--- src/rtl/alu_seq_exec.sv ---
// alu_seq_exec: multi-cycle ALU with single-cycle logic ops, bit-serial shifts and shift-add multiply
module alu_seq_exec #(
  parameter int DATA_WIDTH = 32
) (
  input  logic                  clk,
  input  logic                  reset,
  input  logic                  start_i,
  input  logic [3:0]            ALU_Operation_i,
  input  logic [DATA_WIDTH-1:0] A_i,
  input  logic [DATA_WIDTH-1:0] B_i,
  output logic                  ready_o,
  output logic                  done_o,
  output logic [DATA_WIDTH-1:0] result_o,
  output logic                  zero_o
);
  localparam int SW = $clog2(DATA_WIDTH);
  localparam logic [SW:0] CNT_MUL = (SW+1)'(DATA_WIDTH);
  localparam logic [SW:0] CNT_ONE = (SW+1)'(1);
  localparam logic [3:0] OP_ADD = 4'd0, OP_SUB = 4'd1, OP_AND = 4'd2, OP_OR = 4'd3,
                         OP_XOR = 4'd4, OP_SLL = 4'd5, OP_SRL = 4'd6, OP_SRA = 4'd7,
                         OP_SLT = 4'd8, OP_SLTU = 4'd9, OP_MUL = 4'd10;
  typedef enum logic [1:0] {IDLE, SHIFT, MUL} state_t;
  state_t state, state_n;
  logic [DATA_WIDTH-1:0] work, work_n, mcand, mplier, acc, acc_n, alu_res, fin_val;
  logic [SW:0] cnt;
  logic [SW-1:0] amt;
  logic [3:0] op_q;
  logic accept, is_shift, is_mul, fin;
  // request decode and one-cycle ALU result
  always_comb begin
    accept = start_i && state == IDLE;
    amt = B_i[SW-1:0];
    is_shift = ALU_Operation_i == OP_SLL || ALU_Operation_i == OP_SRL || ALU_Operation_i == OP_SRA;
    is_mul = ALU_Operation_i == OP_MUL;
    alu_res = ALU_Operation_i == OP_ADD  ? A_i + B_i :
              ALU_Operation_i == OP_SUB  ? A_i - B_i :
              ALU_Operation_i == OP_AND  ? A_i & B_i :
              ALU_Operation_i == OP_OR   ? A_i | B_i :
              ALU_Operation_i == OP_XOR  ? A_i ^ B_i :
              ALU_Operation_i == OP_SLT  ? {{(DATA_WIDTH-1){1'b0}}, $signed(A_i) < $signed(B_i)} :
              ALU_Operation_i == OP_SLTU ? {{(DATA_WIDTH-1){1'b0}}, A_i < B_i} : '0;
  end
  // next values of the iterative datapath and completion detection
  always_comb begin
    work_n = op_q == OP_SLL ? work << 1 :
             op_q == OP_SRA ? {work[DATA_WIDTH-1], work[DATA_WIDTH-1:1]} : work >> 1;
    acc_n = acc + (mplier[0] ? mcand : '0);
    fin = state == IDLE ? accept && !is_mul && !(is_shift && amt != '0) : cnt == CNT_ONE;
    fin_val = state == IDLE ? (is_shift ? A_i : alu_res) : state == SHIFT ? work_n : acc_n;
  end
  // state register
  always_ff @(posedge clk or negedge reset)
    if (!reset) state <= IDLE;
    else state <= state_n;
  // next-state logic
  always_comb begin
    state_n = state == IDLE ? (accept && is_mul ? MUL : accept && is_shift && amt != '0 ? SHIFT : IDLE) :
              cnt == CNT_ONE ? IDLE : state;
  end
  // output decode
  always_comb begin
    ready_o = state == IDLE;
  end
  // operand capture, iteration and result registers
  always_ff @(posedge clk or negedge reset)
    if (!reset) begin
      op_q <= '0;
      work <= '0;
      cnt <= '0;
      mcand <= '0;
      mplier <= '0;
      acc <= '0;
      done_o <= 1'b0;
      result_o <= '0;
      zero_o <= 1'b1;
    end else begin
      if (accept) begin
        op_q <= ALU_Operation_i;
        work <= A_i;
        cnt <= is_mul ? CNT_MUL : {1'b0, amt};
        mcand <= A_i;
        mplier <= B_i;
        acc <= '0;
      end else if (state == SHIFT) begin
        work <= work_n;
        cnt <= cnt - 1'b1;
      end else if (state == MUL) begin
        acc <= acc_n;
        mcand <= mcand << 1;
        mplier <= mplier >> 1;
        cnt <= cnt - 1'b1;
      end
      done_o <= fin;
      if (fin) begin
        result_o <= fin_val;
        zero_o <= fin_val == '0;
      end
    end
endmodule

--- config.mk ---
export PLATFORM = sky130hd
export DESIGN_NAME = alu_seq_exec
export DESIGN_NICKNAME = d
export VERILOG_FILES = /design/src/rtl/alu_seq_exec.sv
export SDC_FILE = /design/constraint.sdc
export NUM_CORES = 1
export LEC_CHECK = 0
export ABC_AREA = 0
export CAP_MARGIN = 10
export CORE_ASPECT_RATIO = 0.6
export CORE_MARGIN = 2
export CORE_UTILIZATION = 26
export CTS_CLUSTER_DIAMETER = 200
export CTS_CLUSTER_SIZE = 25
export DETAILED_ROUTE_END_ITERATION = 7
export GPL_ROUTABILITY_DRIVEN = 1
export PLACE_DENSITY = 0.51
export SLEW_MARGIN = 10
export SYNTH_ARGS = -nofsm -noshare
export SYNTH_HDL_FRONTEND = slang
export SYNTH_SLANG_ARGS = --single-unit
--- constraint.sdc ---
create_clock -name clk -period 11.3 [get_ports clk]
set_input_delay 2.825 -clock clk [delete_from_list [all_inputs] [get_ports clk]]
set_output_delay 2.825 -clock clk [all_outputs]
set_load 0.05 [all_outputs]
# After elaboration in Yosys (flattened, before gate mapping)
# Index checks and enable logic that the tools add are counted.
[word_totals]
mem_bits_rw = 0
latch_bits = 0
wordCells = 88
romBits = 0
reg_bits = 174
in_bits = 71
memories = 0
output_inout_bits = 35
[classes]
n_bitwise = 3
add_sub_neg = 4
muxes = 33
n_reduce_logical = 20
magnitude_cmp = 2
div_mod_pow = 0
eq_ne = 16
mul = 0
shift = 0
[op_table]
columns = ["op", "count"]
rows = [
  ["$mux W32", 22],
  ["$add A32 B32 Y32", 2],
  ["$lt A32 B32 Y1", 2],
  ["$and A32 B32 Y32", 1],
  ["$logic_not A32 Y1", 1],
  ["$or A32 B32 Y32", 1],
  ["$sub A32 B32 Y32", 1],
  ["$xor A32 B32 Y32", 1],
  ["$eq A4 B3 Y1 const B", 6],
  ["$mux W6", 4],
  ["$eq A4 B4 Y1 const B", 3],
  ["$eq A4 B2 Y1 const B", 2],
  ["$logic_and A1 B1 Y1", 7],
  ["$eq A6 B1 Y1 const B", 1],
  ["$mux W2", 3],
  ["$reduce_bool A2 Y1", 3],
  ["$sub A6 B1 Y6 const B", 1],
  ["$reduce_bool A5 Y1", 1],
  ["$eq A4 B1 Y1 const B", 1],
  ["$logic_not A4 Y1", 1],
  ["$mux W1", 4],
  ["$reduce_bool A3 Y1", 1],
  ["$eq A2 B1 Y1 const B", 1],
  ["$eq A2 B2 Y1 const B", 1],
  ["5 further kinds", 7],
]

# Logic depth before layout (Yosys ltp)
[logic_depth]
depth_word = 11
ltp_mapped = 16
ltp_nobuf = 15

# Least setup slack after synthesis
# No wires, ideal clock.
[synth_path]
path_type = "input port to flip-flop"
from = "input B_i[4]"
to = "register zero_o"
path_buffers = 1
slack_ns = 5.338
arrival_ns = 5.900
setup_time_ns = 0.063
stages = 14
required_ns = 11.237
path_cell_list = "inv_1 > ha_1 > buf_2 > inv_1 > a2111oi_0 > a21oi_1 > o41ai_2 > xnor2_1 > a211o_1 > a21oi_1 > or4bb_2 > nor4_1 > and4_1 > a32o_1"
[synth_via]
elab_chain_len = 11
elab_cells_between_ends = 22
cone_classes = "2 x add/sub; 2 x order compare; 10 x mux; 3 x bitwise; 5 x reduce/logical"
[synth_rtl]
columns = ["element", "line", "rtl"]
rows = [
  ["start, declared", "10", "input logic [DATA_WIDTH-1:0] B_i,"],
  ["$lt A32 B32 Y1", "41", "ALU_Operation_i == OP_SLTU ? {{(DATA_WIDTH-1){1'b0}}, A_i < B_i} : '0;"],
  ["$mux W1", "41", ""],
  ["$mux W1", "40", "ALU_Operation_i == OP_SLT ? {{(DATA_WIDTH-1){1'b0}}, $signed(A_i) < $signed(B_i)} :"],
  ["$mux W32", "39", "ALU_Operation_i == OP_XOR ? A_i ^ B_i :"],
  ["$mux W32", "38", "ALU_Operation_i == OP_OR ? A_i | B_i :"],
  ["$mux W32", "37", "ALU_Operation_i == OP_AND ? A_i & B_i :"],
  ["$mux W32", "36", "ALU_Operation_i == OP_SUB ? A_i - B_i :"],
  ["$mux W32", "35", "alu_res = ALU_Operation_i == OP_ADD ? A_i + B_i :"],
  ["$mux W32 (2 in a row)", "49", "fin_val = state == IDLE ? (is_shift ? A_i : alu_res) : state == SHIFT ? work_n : acc_n;"],
  ["$logic_not A32 Y1", "96", "zero_o <= fin_val == '0;"],
  ["end signal, assigned", "75", "zero_o <= 1'b1;"],
  ["end signal, assigned", "96", ""],
  ["end, declared", "14", "output logic zero_o"],
]
# Parallel ways exist; a longest one is shown, timed or not.
# A chain may end at the register's enable or synchronous reset.

# Final worst setup path
[layout_path]
from = "input A_i[7]"
to = "register zero_o"
[layout_via]
elab_chain_len = 11
elab_cells_between_ends = 17
cone_classes = "2 x add/sub; 2 x order compare; 9 x mux; 3 x bitwise; 1 x reduce/logical"
[layout_rtl]
columns = ["element", "line", "rtl"]
rows = [
  ["start, declared", "9", "input logic [DATA_WIDTH-1:0] A_i,"],
  ["$lt A32 B32 Y1", "41", ""],
  ["$mux W1", "41", ""],
  ["$mux W1", "40", ""],
  ["$mux W32", "39", ""],
  ["$mux W32", "38", ""],
  ["$mux W32", "37", ""],
  ["$mux W32", "36", ""],
  ["$mux W32", "35", ""],
  ["$mux W32 (*) (2 in a row)", "49", ""],
  ["$logic_not A32 Y1 (*)", "96", ""],
]
# Mark *: on every way between the ends. The rest lies on a longest branch, timed or not.

==> impl_results.rst <==
.. list-table::
   :header-rows: 1

   * - Metric
     - Value
   * - Most prevalent standard cell on the critical path
     - sky130_fd_sc_hd__o21ai_0
   * - Critical setup path kind
     - in -> reg
   * - Aggregate global routing overflow
     - 0
   * - Required time of the worst setup path
     - 11.71 ns
   * - Number of gates resized after cts
     - 0
   * - H-tree depth reported by CTS
     - 4
   * - Routed wire length
     - 83,500 um
   * - Final design utilization
     - 29.9%
   * - Filler Cells Inserted
     - 6,939
   * - Die span in y
     - 201 um
   * - Die Outline Area
     - 66,900 sq um
   * - Part of the cycle the worst path needs
     - 72.7%
   * - Total power per unit cell area
     - 90.6 nW/um^2
   * - Post-synthesis async set-or-reset flop share
     - 100%
   * - Clock tree from TritonCTS
     - yes
   * - Worst Setup End Kind
     - flip-flop
   * - Number of standard-cell rows in the floorplan
     - 72
   * - Drt drc
     - 0
   * - Post-synthesis cell count
     - 2,190
   * - Total iterations of the first detailed-routing run
     - 6
   * - Top_reg_cell synth
     - sky130_fd_sc_hd__dfrtp_1
   * - # port buffers
     - 105
   * - Capture instance of the worst register-to-register path
     - zero_o
   * - Hold-fix buffers, CTS
     - 0
   * - Highest achievable clock rate
     - 0.122 GHz
   * - Antenna violations before repair
     - 3
   * - Initial core utilization
     - 26.2%
   * - Maximum buffer depth of the clock tree
     - 2
   * - CTS buffer count
     - 17
   * - Slowest cell on crit path
     - sky130_fd_sc_hd__o21ai_0
   * - Transition time at the pin with the least slew margin
     - 1.25 ns
   * - CP Launch Point
     - A_i[7]
   * - Type of the most critical hold path
     - reg -> reg
   * - Post-synthesis sequential element count
     - 174
   * - Die Span X
     - 333 um
   * - Status
     - finished clean
   * - Non-Filler Cell Area, Final
     - 19,200 sq um
   * - Final Wtd Congestion
     - 0.992
   * - Maximum number of pins on one net before global-route repair
     - 62
   * - Fraction of layout cells with a size suffix above 1
     - 5.86%
   * - Number of I/O pins
     - 106
   * - # setup viols final
     - 0
   * - Clock skew
     - 0.0151 ns
   * - Clock latency on the worst-skew pair
     - 0.48 ns
   * - Cell area after synthesis
     - 16,800 sq um
   * - Routed WL per cell
     - 27.4 um
   * - First-pass GRT wire length
     - 123,000 um
   * - Setup slack of the worst register-to-register path
     - 5.48 ns
   * - Number of global-route vias before repair
     - 17,500
   * - Worst R2R Start
     - state[0]
   * - Iteration-0 DRC Markers
     - 2,119
   * - Aggregate negative setup slack
     - 0 ns
   * - Area growth from synthesis to layout
     - 14.0%
   * - Max Cap Viol
     - 0
   * - Post-Place Cell Area
     - 18,600 sq um
   * - Proportion of synthesized chip area in sequential cells
     - 25.9%
   * - Via-to-Cell Ratio
     - 5.98
   * - Area of combinational cells with multiple inputs
     - 11,400 sq um
   * - Worst path cell trace
     - clkdlybuf4s50_1 > inv_1 > ha_1 > a21oi_1 > o21ai_0 > or3_1 > o21ai_0 > mux2i_1 > a31oi_1 > a211oi_1 > or4bb_2 > nor4_1 > and4_1 > a32o_1
   * - Seq. cell area
     - 4360 sq um
   * - Number of nets in the layout
     - 2,391
   * - Antenna-violating nets left
     - 0
   * - Number of endpoints with negative hold slack in the final report
     - 0
   * - Minimum clock period after layout
     - 8.21 ns
   * - TritonCTS sink count
     - 174
   * - Startpoint of the most critical hold path
     - result_o[15]
   * - Kind of launch point of the worst setup path
     - input port
   * - Lkg Pwr
     - 7.78 nW
   * - Critical path destination
     - zero_o
   * - GRT Util Overall
     - 24.5%
   * - Worst endpoint data arrival time
     - 8.62 ns
   * - Worst slew margin relative to its limit
     - 16.3%
   * - Stage delay of the slowest cell on the critical path
     - 0.66 ns
   * - CP max FO
     - 16
   * - Max rail drop VDD
     - 0.000109 V
   * - CTS root buf
     - sky130_fd_sc_hd__clkbuf_16
   * - Reg clk slew, reported paths
     - 0.08 ns
   * - Depth of the worst register-to-register path
     - 15
   * - Commonest non-fill, non-tap cell in the layout
     - sky130_fd_sc_hd__nand2_1
   * - RSZ-0062 raised after global routing
     - no
   * - Average cell area after synthesis
     - 7.69 sq um
   * - Post-synth EDFFs
     - 0
   * - Buffers inserted during post-CTS setup optimization
     - 0
   * - Net count of the mapped netlist
     - 2,393
   * - Area of the core
     - 64,200 sq um
   * - Commonest cells after routing, fill and taps aside
     - sky130_fd_sc_hd__nand2_1 (231), sky130_fd_sc_hd__a21oi_1 (189), sky130_fd_sc_hd__o21ai_0 (188)
   * - Synth warn
     - 0
   * - Final Max Slew Viols
     - 0
   * - Unique masters post-synth
     - 105
   * - DP Wirelength
     - 61,600 um
   * - Total via count after detailed routing
     - 18,200
-- worst min path at each step --
stage / end / slack, ns / depth (start not counted)
after CTS: result_o[15] / 0.48 / 2
after global placement: result_o[15] / 0.46 / 2
after floorplan: mplier[31] / 0.45 / 2
after detailed placement: result_o[15] / 0.46 / 2
after global routing: result_o[2] / 0.53 / 1
final: result_o[15] / 0.47 / 2
-- critical path, delay by kind of cell --
kind,cells,cell delay [ns]
AOI/OAI and AO/OA,6,2.15
muxes,1,0.28
buffers and inverters,2,0.78
adders and majority gates,1,0.58
and+or+nand+nor,4,1.99
-- power breakdown --
group | leakage, nW | internal [W] | switching, W | total, W
Combinational | 5.54 | 0.000135 | 0.000287 | 0.000422
Sequential | 1.94 | 0.000628 | 0.00000560 | 0.000633
Clock | 0.305 | 0.000340 | 0.000346 | 0.000685
Total | 7.78 | 0.00110 | 0.000638 | 0.00174
-- routing by layer --
| metal | part of all wire [%] | GRT usage, % | up-vias |
|---|---|---|---|
| met5 | 0.15 | 1.21 | - |
| met2 | 40 | 34.4 | 956 |
| met4 | 2.5 | 6.66 | 4 |
| li1 | - | - | 8080 |
| met3 | 10 | 6.99 | 116 |
| met1 | 47 | 35.9 | 9086 |
-- cells in the mapped netlist, types with 13 or more instances --
master / number / area [sq um]
sky130_fd_sc_hd__nor4_1: 17 / 106
sky130_fd_sc_hd__a221oi_1: 14 / 123
sky130_fd_sc_hd__mux2i_1: 19 / 190
sky130_fd_sc_hd__nand3_1: 29 / 145
sky130_fd_sc_hd__o21a_1: 15 / 113
sky130_fd_sc_hd__a21o_1: 25 / 188
sky130_fd_sc_hd__a22o_1: 23 / 201
sky130_fd_sc_hd__or3_1: 16 / 100
sky130_fd_sc_hd__a211oi_1: 37 / 278
sky130_fd_sc_hd__dfrtp_1: 173 / 4330
sky130_fd_sc_hd__o21bai_1: 18 / 135
sky130_fd_sc_hd__o31ai_1: 22 / 165
sky130_fd_sc_hd__a22oi_1: 138 / 1040
sky130_fd_sc_hd__a31oi_1: 24 / 150
sky130_fd_sc_hd__nor3_1: 44 / 220
sky130_fd_sc_hd__nor2_1: 163 / 612
sky130_fd_sc_hd__o211ai_1: 35 / 263
sky130_fd_sc_hd__xor2_1: 13 / 114
sky130_fd_sc_hd__nand4_1: 16 / 100
sky130_fd_sc_hd__xnor2_1: 30 / 263
sky130_fd_sc_hd__buf_2: 30 / 150
sky130_fd_sc_hd__nor2b_1: 26 / 163
sky130_fd_sc_hd__inv_1: 113 / 424
sky130_fd_sc_hd__clkbuf_1: 112 / 420
sky130_fd_sc_hd__ha_1: 129 / 1610
sky130_fd_sc_hd__buf_1: 14 / 52.6
sky130_fd_sc_hd__o22ai_1: 23 / 144
sky130_fd_sc_hd__a21oi_1: 189 / 946
sky130_fd_sc_hd__nand2_1: 231 / 867
sky130_fd_sc_hd__o21ai_0: 188 / 941
sky130_fd_sc_hd__nand2b_1: 24 / 150
sky130_fd_sc_hd__and2_1: 36 / 225
-- per-stage QoR --
step	power [W]	worst slack, ns	hold WS (ns)	cells
after floorplan	0.000884	5.34	0.451	2190
after global placement	0.00105	2.84	0.460	3020
after detailed placement	0.00105	2.88	0.464	3020
after CTS	0.00173	3.35	0.482	3052
after global routing	0.00180	2.92	0.527	3052
final	0.00174	3.09	0.473	3053
-- cell families (layout without fill, tap and decap cells) --
family                     after synthesis  after routing  synth area share (%)
muxes                                   28             28                  1.73
other                                    0              1                     0
buffers and inverters                  275            286                  6.46
AOI/OAI and AO/OA                      876            876                  34.8
and+or+nand+nor                        662            662                  19.0
xor gates and xnor gates                43             43                  2.24
DFF                                    174            174                  25.9
adders and majority gates              132            132                  9.94
-- sequential cells by signal (all words and copies together), names as in the netlist --
name / cells
mcand: 32
cnt: 6
state: 2
acc: 32
done_o: 1
op_q: 4
work: 32
zero_o: 1
mplier: 32
result_o: 32
-- cell type report --
cell class / count / area share (%)
multi-input cells: 1741 / 59.6
flip-flops and latches: 174 / 22.7
repair buffers: 138 / 6.68
well taps: 851 / 5.54
inverters: 116 / 2.27
clock buffers: 17 / 2.21
clock inverters: 15 / 0.990
diodes: 1 / 0.0130
Note: power is estimated with default switching activity, not from simulation.
